<file path="config.mk">
export PLATFORM = sky130hd
export DESIGN_NAME = chunked_adder
export DESIGN_NICKNAME = d
export VERILOG_FILES = /design/src/rtl/chunked_adder_pkg.sv /design/src/rtl/chunked_adder_ripple.sv /design/src/rtl/chunked_adder.sv
export SDC_FILE = /design/constraint.sdc
export NUM_CORES = 1
export LEC_CHECK = 0
export CORE_ASPECT_RATIO = 0.8
export CORE_MARGIN = 1.5
export CORE_UTILIZATION = 51
export DETAILED_ROUTE_END_ITERATION = 8
export GPL_ROUTABILITY_DRIVEN = 0
export HOLD_SLACK_MARGIN = 0.03
export PLACE_DENSITY = 0.8
export SLEW_MARGIN = 20
export SYNTH_ARGS = -nofsm -noshare
export SYNTH_HDL_FRONTEND = slang
export SYNTH_SLANG_ARGS = --single-unit
</file>
<file path="constraint.sdc">
create_clock -name clk -period 3.76 [get_ports clk]
set_input_delay 0.376 -clock clk [delete_from_list [all_inputs] [get_ports clk]]
set_output_delay 0.376 -clock clk [all_outputs]
set_load 0.01 [all_outputs]
</file>
<file path="src/rtl/chunked_adder_pkg.sv">
// Shared definitions for the chunked multi-cycle adder: FSM states and
// slice-geometry helpers used at elaboration time.
package chunked_adder_pkg;

   typedef enum logic [1:0] {
      IDLE = 2'd0,
      BUSY = 2'd1,
      DONE = 2'd2
   } state_t;

   function automatic int calc_slices(input int data_w, input int chunk_w);
      return data_w / chunk_w;
   endfunction

   // A single slice still needs a 1-bit index so the sequencer logic stays uniform.
   function automatic int calc_idx_w(input int n_slices);
      return (n_slices <= 1) ? 1 : $clog2(n_slices);
   endfunction

   function automatic bit cfg_ok(input int data_w, input int chunk_w);
      return (chunk_w > 0) && (data_w >= chunk_w) && ((data_w % chunk_w) == 0);
   endfunction

endpackage

</file>
<file path="src/rtl/chunked_adder_ripple.sv">
// Purely combinational CHUNK_WIDTH-bit ripple-carry adder built from
// full-adder cells; this is the only arithmetic on the per-cycle path.
module chunk_ripple_adder #(
   parameter int CHUNK_WIDTH = 4
) (
   input  logic [CHUNK_WIDTH-1:0] a,
   input  logic [CHUNK_WIDTH-1:0] b,
   input  logic                   ci,
   output logic [CHUNK_WIDTH-1:0] s,
   output logic                   co
);

   logic [CHUNK_WIDTH:0] w_c;

   assign w_c[0] = ci;

   for (genvar i = 0; i < CHUNK_WIDTH; i++) begin : g_fa
      assign s[i]     = a[i] ^ b[i] ^ w_c[i];
      assign w_c[i+1] = (a[i] & b[i]) | (a[i] & w_c[i]) | (b[i] & w_c[i]);
   end

   assign co = w_c[CHUNK_WIDTH];

endmodule

</file>
<file path="src/rtl/chunked_adder.sv">
// Multi-cycle wide adder: buffers operands, then adds one CHUNK_WIDTH slice
// per clock, carrying between slices through a register.
module chunked_adder
   import chunked_adder_pkg::*;
#(
   parameter int DATA_WIDTH  = 16,
   parameter int CHUNK_WIDTH = 4
) (
   input  logic                  clk,
   input  logic                  rst,
   input  logic [DATA_WIDTH-1:0] a,
   input  logic [DATA_WIDTH-1:0] b,
   input  logic                  ci,
   input  logic                  in_vld,
   output logic                  in_rd,
   output logic [DATA_WIDTH-1:0] s,
   output logic                  co,
   output logic                  out_vld,
   input  logic                  out_rd
);

   localparam int N     = calc_slices(DATA_WIDTH, CHUNK_WIDTH);
   localparam int IDX_W = calc_idx_w(N);
   localparam logic [IDX_W-1:0] LAST_IDX = IDX_W'(N - 1);

   if (!cfg_ok(DATA_WIDTH, CHUNK_WIDTH)) begin : g_cfg_err
      $error("chunked_adder: DATA_WIDTH must be a positive multiple of CHUNK_WIDTH");
   end

   state_t                  r_state;
   state_t                  w_state_nxt;
   logic                    w_accept;
   logic                    w_step;

   logic [IDX_W-1:0]        r_idx;
   logic [DATA_WIDTH-1:0]   r_a;
   logic [DATA_WIDTH-1:0]   r_b;
   logic [DATA_WIDTH-1:0]   r_s;
   logic                    r_carry;

   logic [CHUNK_WIDTH-1:0]  w_a_slice;
   logic [CHUNK_WIDTH-1:0]  w_b_slice;
   logic [CHUNK_WIDTH-1:0]  w_sum_slice;
   logic                    w_slice_co;

   always_ff @(posedge clk or posedge rst) begin
      if (rst) begin
         r_state <= IDLE;
      end else begin
         r_state <= w_state_nxt;
      end
   end

   always_comb begin
      w_state_nxt = r_state;
      w_accept    = 1'b0;
      w_step      = 1'b0;
      case (r_state)
         IDLE: begin
            if (in_vld) begin
               w_accept    = 1'b1;
               w_state_nxt = BUSY;
            end
         end
         BUSY: begin
            w_step = 1'b1;
            if (r_idx == LAST_IDX) begin
               w_state_nxt = DONE;
            end
         end
         DONE: begin
            if (out_rd) begin
               w_state_nxt = IDLE;
            end
         end
         default: w_state_nxt = IDLE;
      endcase
   end

   assign w_a_slice = r_a[r_idx*CHUNK_WIDTH +: CHUNK_WIDTH];
   assign w_b_slice = r_b[r_idx*CHUNK_WIDTH +: CHUNK_WIDTH];

   chunk_ripple_adder #(
      .CHUNK_WIDTH (CHUNK_WIDTH)
   ) u_slice_add (
      .a  (w_a_slice),
      .b  (w_b_slice),
      .ci (r_carry),
      .s  (w_sum_slice),
      .co (w_slice_co)
   );

   // Data registers are reset too so that an aborted operation never leaks
   // a partial sum onto s/co.
   always_ff @(posedge clk or posedge rst) begin
      if (rst) begin
         r_idx   <= '0;
         r_a     <= '0;
         r_b     <= '0;
         r_s     <= '0;
         r_carry <= 1'b0;
      end else if (w_accept) begin
         r_idx   <= '0;
         r_a     <= a;
         r_b     <= b;
         r_carry <= ci;
      end else if (w_step) begin
         r_s[r_idx*CHUNK_WIDTH +: CHUNK_WIDTH] <= w_sum_slice;
         r_carry                               <= w_slice_co;
         if (r_idx != LAST_IDX) begin
            r_idx <= r_idx + IDX_W'(1);
         end
      end
   end

   assign in_rd   = (r_state == IDLE);
   assign out_vld = (r_state == DONE);
   assign s       = r_s;
   assign co      = r_carry;

endmodule

</file>
==> impl_metrics.json, run 1 <==
{
  "regToRegStartpoint": "r_idx[0]",
  "final_common_cell": "clkdlybuf4s50_1",
  "post_cts_resized": 0,
  "post-route-drc-count": 0,
  "h-tree-depth": 2,
  "synth_cells": 179,
  "gr-usage-all-layers_pct": 20.31,
  "clk_latency_ns": 0.31,
  "hp-start": "s[0]",
  "fp.dieH_microns": 67.03,
  "grt_overflow_total": 0,
  "hold_viol": 0,
  "endpoint_kind": "flip-flop",
  "design_area_sq_um": 3301,
  "crit_start": "r_idx[0]",
  "critPathArrivalTime_ns": 3.33,
  "syn_area_per_cell_sq_um": 14.60,
  "core_sq_um": 4979,
  "finalSetupTns_ns": 0,
  "outcome": "finished, final reports clean",
  "finalCritPeriodShare_pct": 83.24,
  "die_w_microns": 83.04,
  "worst_setup_path_start_kind": "flip-flop",
  "nets": 281,
  "worstPathMaxFanout": 10,
  "cts_tree": "built",
  "num_antenna_cells": 0,
  "drive_above_1_share_pct": 25.21,
  "setup_viol": 0,
  "grt_pass1_vias": 1750,
  "drtIter0Drc": 61,
  "p_sw_share_pct": 36.64,
  "yosysWarnings": 0,
  "yosysTopAreaCellShare_pct": 50.74,
  "final_cell_mix": "clkdlybuf4s50_1, dfrtp_1, mux2_2, inv_1",
  "crit_required_ns": 3.96,
  "placed_area_sq_um": 3196,
  "holdWs_ns": 0.5000,
  "cts_hold_buf": 0,
  "grt_start_max_net_pins": 54,
  "final_util_pct": 66.30,
  "path_class": "reg2reg",
  "path_clk_slew_ns": 0.09,
  "ys_seq_area_share_pct": 50.74,
  "routed_wl_microns": 5043,
  "ant_nets": 0,
  "die_area_sq_um": 5566,
  "tightest_slew_ns": 0.8845,
  "max_freq_ghz": 0.3195,
  "synth.distinct_cells": 29,
  "synth-seq-cells": 53,
  "clock-sinks": 53,
  "initial_core_util_pct": 52.50,
  "synth_nets": 226,
  "synth.area.top_cells": "dfrtp_1, mux2_2, mux4_2",
  "fillers": 367,
  "cap_violations": 0,
  "cts_made_buffers": 5,
  "dr.pass1.iters": 4,
  "p_clk_share_pct": 12.2,
  "wl_per_cell_microns": 17.04,
  "slew_violations": 0,
  "p_int_uw": 1934,
  "rsz0062_at_grt": "no",
  "grt_pass1_wl_microns": 8597,
  "seq_power_share_pct": 34.4,
  "dpl.hpwl_microns": 3698,
  "netlist.top_cell.by_area": "dfrtp_1",
  "port_buffers": 55,
  "cts_setup_buffers": 0,
  "syn_to_final_growth_pct": 26.28,
  "rows": 23,
  "place_ws_ns": 0.6291,
  "hp-class": "reg2reg",
  "num_vias": 1636,
  "powerDensity_nw_per_um2": 924.7,
  "root_buffer": "clkbuf_8",
  "ir_worst_vdd_uv": 508.6,
  "min_period_ns": 3.130,
  "fin_skew_ns": 0.008743,
  "vias_per_cell": 5.527,
  "relSlewSlack_pct": 40.97,
  "antenna_found_initial": 0,
  "clockBufferDepth": 2,
  "ios": 56,
  "finalWorstSetupSlack_ns": 0.6303,
  "switchingPower_uw": 1118,
  "leakage_uw": 0.001418,
  "syn-cell-area_sq_um": 2614,
  "power_frac_comb_pct": 53.4
}
## power groups by stage
| stage | registers (uW) | clock network (uW) | logic [uW] |
|---|---|---|---|
| floorplan | 981 | 0 | 1210 |
| global placement | 1060 | 0 | 1590 |
| detailed placement | 1060 | 0 | 1630 |
| CTS | 1050 | 383 | 1640 |
| global route | 1090 | 406 | 1760 |
| finish | 1050 | 373 | 1630 |
## cells by family (layout without fill, tap and decap cells)
kind of cell	Yosys count	count (layout)	synth area share (%)
and+or+nand+nor	33	33	10.25
DFF	53	53	50.74
buffers and inverters	21	76	4.213
AOI/OAI and AO/OA	14	14	4.739
muxes	48	48	24.13
adders and majority gates	10	10	5.936
## registers in the layout (all words and copies together), names as in the netlist
register and cells:
r_idx 2, co 1, r_state 2, s 16, r_b 16, r_a 16
## worst max-delay path: stages, from the launching register on
cell,delay (ns)
dfrtp_1,0.63
mux4_2,0.59
fa_1,0.39
inv_1,0.07
fa_1,0.18
fa_1,0.16
inv_1,0.05
fa_1,0.50
and4b_1,0.20
mux2_2,0.26
## synthesized netlist by cell type
| library cell | number |
|---|---|
| nor4b_1 | 3 |
| inv_1 | 11 |
| a211o_1 | 2 |
| buf_4 | 1 |
| buf_2 | 4 |
| nor3b_1 | 1 |
| o21ai_0 | 1 |
| buf_6 | 3 |
| a32o_1 | 8 |
| mux2_1 | 2 |
| clkbuf_1 | 2 |
| and3_1 | 2 |
| a221oi_1 | 1 |
| nor2_1 | 3 |
| and4b_1 | 2 |
| mux4_2 | 8 |
| nor4bb_1 | 5 |
| a21oi_1 | 1 |
| mux2_2 | 38 |
| and3b_1 | 2 |
| nand2b_1 | 1 |
| nor2b_1 | 6 |
| o21bai_1 | 1 |
| and2_1 | 3 |
| dfrtp_1 | 53 |
| fa_1 | 4 |
| ha_1 | 6 |
| nand3b_1 | 3 |
| nor3b_4 | 2 |
## area by class of cell
cell class                      count  area (sq um)  share of cell area, %
Inverter                           11         42.54                  1.289
Tap cell                           62         77.57                  2.350
Clock buffer                        5         68.82                  2.085
Timing Repair Buffer               58         573.1                  17.36
Multi-Input combinational cell    105          1177                  35.67
Clock inverter                      2         35.03                  1.061
Sequential cell                    53          1326                  40.18
## metal layers
metal | vias up | routed length (microns) | GRT usage, %
li1 | 764 | - | -
met1 | 818 | 2348 | 26.91
met2 | 45 | 2408 | 32.42
met3 | 9 | 198 | 4.337
met4 | 0 | 87 | 9.583
met5 | - | 0 | 0
## through the flow
step | std cells | total power, uW
2_1_floorplan | 179 | 2188
3_3_place_gp | 289 | 2653
3_5_place_dp | 289 | 2695
4_1_cts | 296 | 3068
5_1_grt | 296 | 3259
6_report | 296 | 3052
## worst paths after layout
kind                       endpoint  slack (ns)  depth (start not counted)
min in group asynchronous      s[1]        0.55                          2
max                            s[7]        0.63                          9
min                            s[0]        0.50                          1
max in group asynchronous      s[4]        2.70                          2
max reg2reg                    s[7]        0.63                          9
min reg2reg                    s[0]        0.50                          1
(Power assumes the default switching activity.)
==> inputs of run 2 (changes only) <==
clock period = 2.88 ns   (was 3.76 ns; I/O delays follow)
==> run 2 against run 1 <==
  * Final area is 3.1% higher
  * Worst setup slack worse by 0.63 ns
  * Power grew 39%
  * Clock-buffer cell count unchanged
  * Critical path type unchanged
  * Highest routed layer unchanged
==> impl_metrics.json, run 2 (synthesis results as in run 1) <==
{
  "leakage_uw": 0.001459,
  "min_period_ns": 2.876,
  "final_cell_mix": "clkdlybuf4s50_1, dfrtp_1, mux2_2",
  "root_buffer": "clkbuf_8",
  "dr.pass1.iters": 5,
  "setup_viol": 0,
  "cap_violations": 0,
  "endpoint_kind": "flip-flop",
  "slew_violations": 0,
  "clockBufferDepth": 2,
  "worst_setup_path_start_kind": "flip-flop",
  "ant_nets": 0,
  "fin_skew_ns": 0.009081,
  "initial_core_util_pct": 52.50,
  "relSlewSlack_pct": 60.84,
  "wl_per_cell_microns": 16.84,
  "cts_setup_buffers": 0,
  "nets": 286,
  "die_area_sq_um": 5566,
  "finalCritPeriodShare_pct": 99.87,
  "final_common_cell": "clkdlybuf4s50_1",
  "tightest_slew_ns": 0.5865,
  "hold_viol": 0,
  "powerDensity_nw_per_um2": 1245,
  "max_freq_ghz": 0.3477,
  "ios": 56,
  "cp_common_cell": "fa_2",
  "cpPeakStageDelay_ns": 0.54,
  "port_buffers": 55,
  "core_sq_um": 4979,
  "hp-class": "in2async",
  "clk_latency_ns": 0.31,
  "met1_length_microns": 2347,
  "fillers": 360,
  "met3_length_microns": 264,
  "die_w_microns": 83.04,
  "grt_pass1_vias": 1773,
  "rows": 23,
  "cts_tree": "built",
  "rrSetupSlack_ns": 0.004,
  "routed_wl_microns": 5086,
  "clock-sinks": 53,
  "worstPathMaxFanout": 5,
  "drive_above_1_share_pct": 30.42,
  "dpl.hpwl_microns": 3817,
  "num_vias": 1678,
  "ir_worst_vdd_uv": 643.9,
  "critPathArrivalTime_ns": 3.07,
  "vias_per_cell": 5.556,
  "path_class": "reg2reg",
  "path_buf_inv": 2,
  "cts_hold_buf": 0,
  "regToRegStartpoint": "r_idx[0]",
  "post-route-drc-count": 0,
  "design_area_sq_um": 3405,
  "cts_made_buffers": 5,
  "slowest_stage": "mux4_2",
  "num_antenna_cells": 0,
  "path_delay_family": "adder cells",
  "crit_required_ns": 3.08,
  "grt_start_max_net_pins": 33,
  "placed_area_sq_um": 3252,
  "outcome": "finished, final reports clean",
  "crit_chain": "mux4_2 -> fa_2 -> inv_2 -> fa_2 -> fa_2 -> inv_2 -> fa_2 -> nor4bb_2 -> mux2_4",
  "grt_overflow_total": 0,
  "multiInputGateArea_sq_um": 1201,
  "drtIter0Drc": 63,
  "gr-usage-all-layers_pct": 20.53,
  "finalPower_uw": 4239,
  "reg2reg_to": "s[11]",
  "syn_to_final_growth_pct": 30.25,
  "finalSetupTns_ns": 0,
  "regArea_sq_um": 1328,
  "r2r_cells": 9,
  "top_layer": "met4",
  "wl_met2_microns": 2422,
  "path_clk_slew_ns": 0.10,
  "fp.dieH_microns": 67.03,
  "antenna_found_initial": 0,
  "grt_pass1_wl_microns": 8749,
  "rsz0062_at_grt": "yes",
  "h-tree-depth": 2
}
[run 2: cell count changes in the layout (fill, tap and decap cells not counted), moves of 2 or more]
cell	previous run	this run
mux2_4	0	2
mux2_2	38	36
fa_1	4	0
fa_2	0	4
inv_1	10	8
buf_4	3	7
inv_2	0	3
[run 2: cell type report]
type	instances	share of cell area (%)
Clock buffer	5	2.021
Clock inverter	3	1.911
Inverter	11	1.213
Multi-Input combinational cell	105	35.28
Sequential cell	53	38.99
Tap cell	62	2.279
Timing Repair Buffer	63	18.30
[run 2: metrics by stage]
stage                     hold WS [ns]  std cells  setup slack, ns  util [%]
after global placement          0.4715        294          0.04120     65.32
after floorplan                 0.3956        179         -0.03203         -
after CTS                       0.3766        302         -0.03396     68.01
after global routing            0.4053        302         -0.07563     68.38
final                           0.3618        302         0.003799     68.38
after detailed placement        0.4758        294         -0.02360     65.32
[run 2: what timing repair did]
| action | CTS | global route |
|---|---|---|
| setup endpoints to repair | 4 | 4 |
| pin swaps | 1 | 3 |
| resized for setup | 0 | 6 |
[run 2: worst max path at each step]
stage	start	endpoint	slack, ns	cells past startpoint
after CTS	r_idx[0]	s[7]	-0.03	9
after detailed placement	r_idx[0]	s[7]	-0.02	9
after floorplan	r_idx[0]	s[7]	-0.03	10
after global placement	r_idx[0]	s[7]	0.04	9
after global routing	r_idx[0]	s[11]	-0.08	9
final	r_idx[0]	s[11]	0.004	9
[run 2: routing by layer]
layer / up-vias / GRT usage [%]
met5: - / 0
met4: 0 / 6.875
met3: 6 / 4.585
met2: 48 / 34.04
met1: 853 / 27.10
li1: 771 / -
[run 2: power breakdown]
group / total, uW / switching, uW / internal (uW)
registers: 1340 / 252 / 1080
logic: 2320 / 1010 / 1310
clock network: 584 / 239 / 345
==> patch, RTL diff (settings of run 2) <==
Set the parameter `DATA_WIDTH` to 20 (it was 16).
--- a/src/rtl/chunked_adder.sv
+++ b/src/rtl/chunked_adder.sv
@@ -3,7 +3,7 @@
 module chunked_adder
    import chunked_adder_pkg::*;
 #(
-   parameter int DATA_WIDTH  = 16,
+   parameter int DATA_WIDTH  = 20,
    parameter int CHUNK_WIDTH = 4
 ) (
    input  logic                  clk,
Ports: changed (resized a, b and s); port bits go from 56 to 68. The function was not compared with the original's and may differ.
==> patch against run 2 <==
  * Sequential share of layout area fell by 0.33 points
  * Wire length rose by 29%
  * Total power grew 21%
  * Sequential cell count grew 13
  * Worst setup slack improved by 23 ps
  * Synthesized area grew 25%
  * Critical path depth rose by 2
  * Synthesized cell count grew 40%
  * Count of clock-buffer cells in the layout is 7 higher
  * Design area up 26%
  * Non-clock buffer count is 18 higher
==> patch: results (changes against run 2) <==
======================================================================
Leading cell types by count after synthesis               66 x sky130_fd_sc_hd__dfrtp_1, 53 x sky130_fd_sc_hd__mux2_2, 21 x sky130_fd_sc_hd__mux2i_1, 16 x sky130_fd_sc_hd__inv_1, 11 x sky130_fd_sc_hd__nand2_1
Overall Global Routing Usage                                     21.2%   +0.64 points
Number of buffers created by CTS                                     9   +4
Maximum clock insertion buffer count                                 2   unchanged
Number of port buffers                                              67   +22%
Worst clock skew on the final layout                           7.97 ps   -1.11 ps
Detailed Route Iter0 Violations                                     84   +33%
Final nets                                                         385   +35%
Internal power consumption                                   0.00323 W   +18%
Leakage power                                                  1.88 nW   +29%
Wire length reported by the detailed router                    6540 µm   +29%
Clk slew on worst S/H paths                                      70 ps   -30 ps
Largest stage delay, worst path                                 450 ps   -90 ps
Total iterations of the first detailed-routing run                   4   -1
Global-route track usage on met1                                 26.3%   -0.78 points
Register area share after synthesis                              50.7%   about the same
Wire length of the first global-routing pass                  10900 µm   +25%
Top cells by area, synth                                  sky130_fd_sc_hd__dfrtp_1 51%, sky130_fd_sc_hd__mux2_2 18%, sky130_fd_sc_hd__mux2i_1 6.5%, sky130_fd_sc_hd__ha_1 2.7%, sky130_fd_sc_hd__fa_1 2.5%
Peak VDD IR                                                     545 µV   -15%
Kind of cell adding the most delay to the critical path    adder cells
Worst-skew pair later-pin latency                               340 ps   +30 ps
Fraction of layout cells with a size suffix above 1              29.7%   -0.69 points
Placement Setup Slack                                         -48.1 ps   -24.5 ps
Required time reported for the critical path endpoint          3100 ps   +20 ps
Critical-path cell with the highest stage delay           sky130_fd_sc_hd__fa_2
Via count of the first global-routing pass                        2302   +30%
Outcome                                                   finished, final reports clean
Asr flop ratio synth                                              100%   unchanged
H-Tree Depth                                                         3   +1
Final HPWL from detailed placement                             4830 µm   +27%
Clock tree root driver cell                               sky130_fd_sc_hd__clkbuf_8
Worst relative slew slack                                        45.7%   -15 points
Total of fill cells in the finished design                         437   +21%
Largest net degree at the start of global routing                   67   +100%
Met3 track demand over resource in global routing                7.57%   +3.0 points
Number of library cell types mapped by synthesis                    34   +17%
Worst-path maximum fanout                                            5   unchanged
Met2 global-route usage                                          35.9%   +1.8 points
Syn_nets                                                           306   +35%
Final antenna diode count                                            0   unchanged
Vias after detailed routing                                       2197   +31%
======================================================================
[patch: changes by cell type in the layout (fill, tap and decap cells not counted), sizes merged, moves of 8 or more]
cell / change
a32o: -8
mux2i: +21
clkdlybuf4s50: +12
mux2: +15
dfrtp: +13
nand2: +11
[patch: worst paths after layout]
check                         start        to  slack [ps]  cells past startpoint
setup / recovery           r_idx[0]      s[3]          30                     11
hold / removal                  rst     s[18]         500                      3
setup reg to reg           r_idx[0]      s[3]          30                     11
hold reg to reg              r_a[3]    r_a[3]         500                      1
max in group asynchronous       rst  r_idx[0]        1800                      3
min in group clk             r_a[3]    r_a[3]         500                      1
[patch: metrics by stage]
step           area [µm²]  cells  hold slack (ps)
6_report             4280    414              498
5_1_grt              4280    414              521
4_1_cts              4270    414              505
3_5_place_dp         4070    398              485
3_3_place_gp         4070    398              479
2_1_floorplan        3280    250              423
[patch: repair_timing]
item | in CTS | in global routing
pin swaps | 1 | 0
resized for setup | 2 | 4
hold endpoints to repair | 0 | 0
setup endpoints to repair | 5 | 5
buffers inserted | 1 | 0
[patch: cell type report]
| cell class | instances | area, µm² | share of cell area, % |
|---|---|---|---|
| Sequential cell | 66 | 1650 | 38.7 |
| Timing Repair Buffer | 81 | 779 | 18.2 |
| Inverter | 16 | 60.1 | 1.40 |
| Clock buffer | 12 | 145 | 3.39 |
| Clock inverter | 3 | 40.0 | 0.936 |
| Tap cell | 81 | 101 | 2.37 |
| Multi-Input combinational cell | 155 | 1500 | 35.0 |
[patch: logic make-up (layout without fill, tap and decap cells)]
logic type	after synthesis	in the layout	share of synthesized area (%)
AO/OA/AOI/OAI	24	24	4.73
adder cells (fa/ha/maj)	11	11	5.15
AND/OR/NAND/NOR	43	43	9.04
flip-flops	66	66	50.7
multiplexers	77	77	26.2
buffers and inverters	29	112	4.15
[patch: layer usage]
metal / up-vias / part of all wire, %
li1: 1033 / -
met1: 1099 / 46
met2: 58 / 48
met3: 7 / 5.2
met4: 0 / 0.90
met5: - / 0
[patch: power groups by stage]
| stage | sequential [W] | combinational, W | clock (W) |
|---|---|---|---|
| final | 0.00165 | 0.00273 | 0.000747 |
| after global routing | 0.00170 | 0.00297 | 0.000810 |
| after CTS | 0.00165 | 0.00269 | 0.000764 |
| after detailed placement | 0.00166 | 0.00265 | 0 |
| after global placement | 0.00164 | 0.00262 | 0 |
| after floorplan | 0.00158 | 0.00183 | 0 |
[patch: worst min-delay path, delay by kind of cell]
| kind | cells | cell delay [ps] |
|---|---|---|
| buffers and inverters | 3 | 1090 |
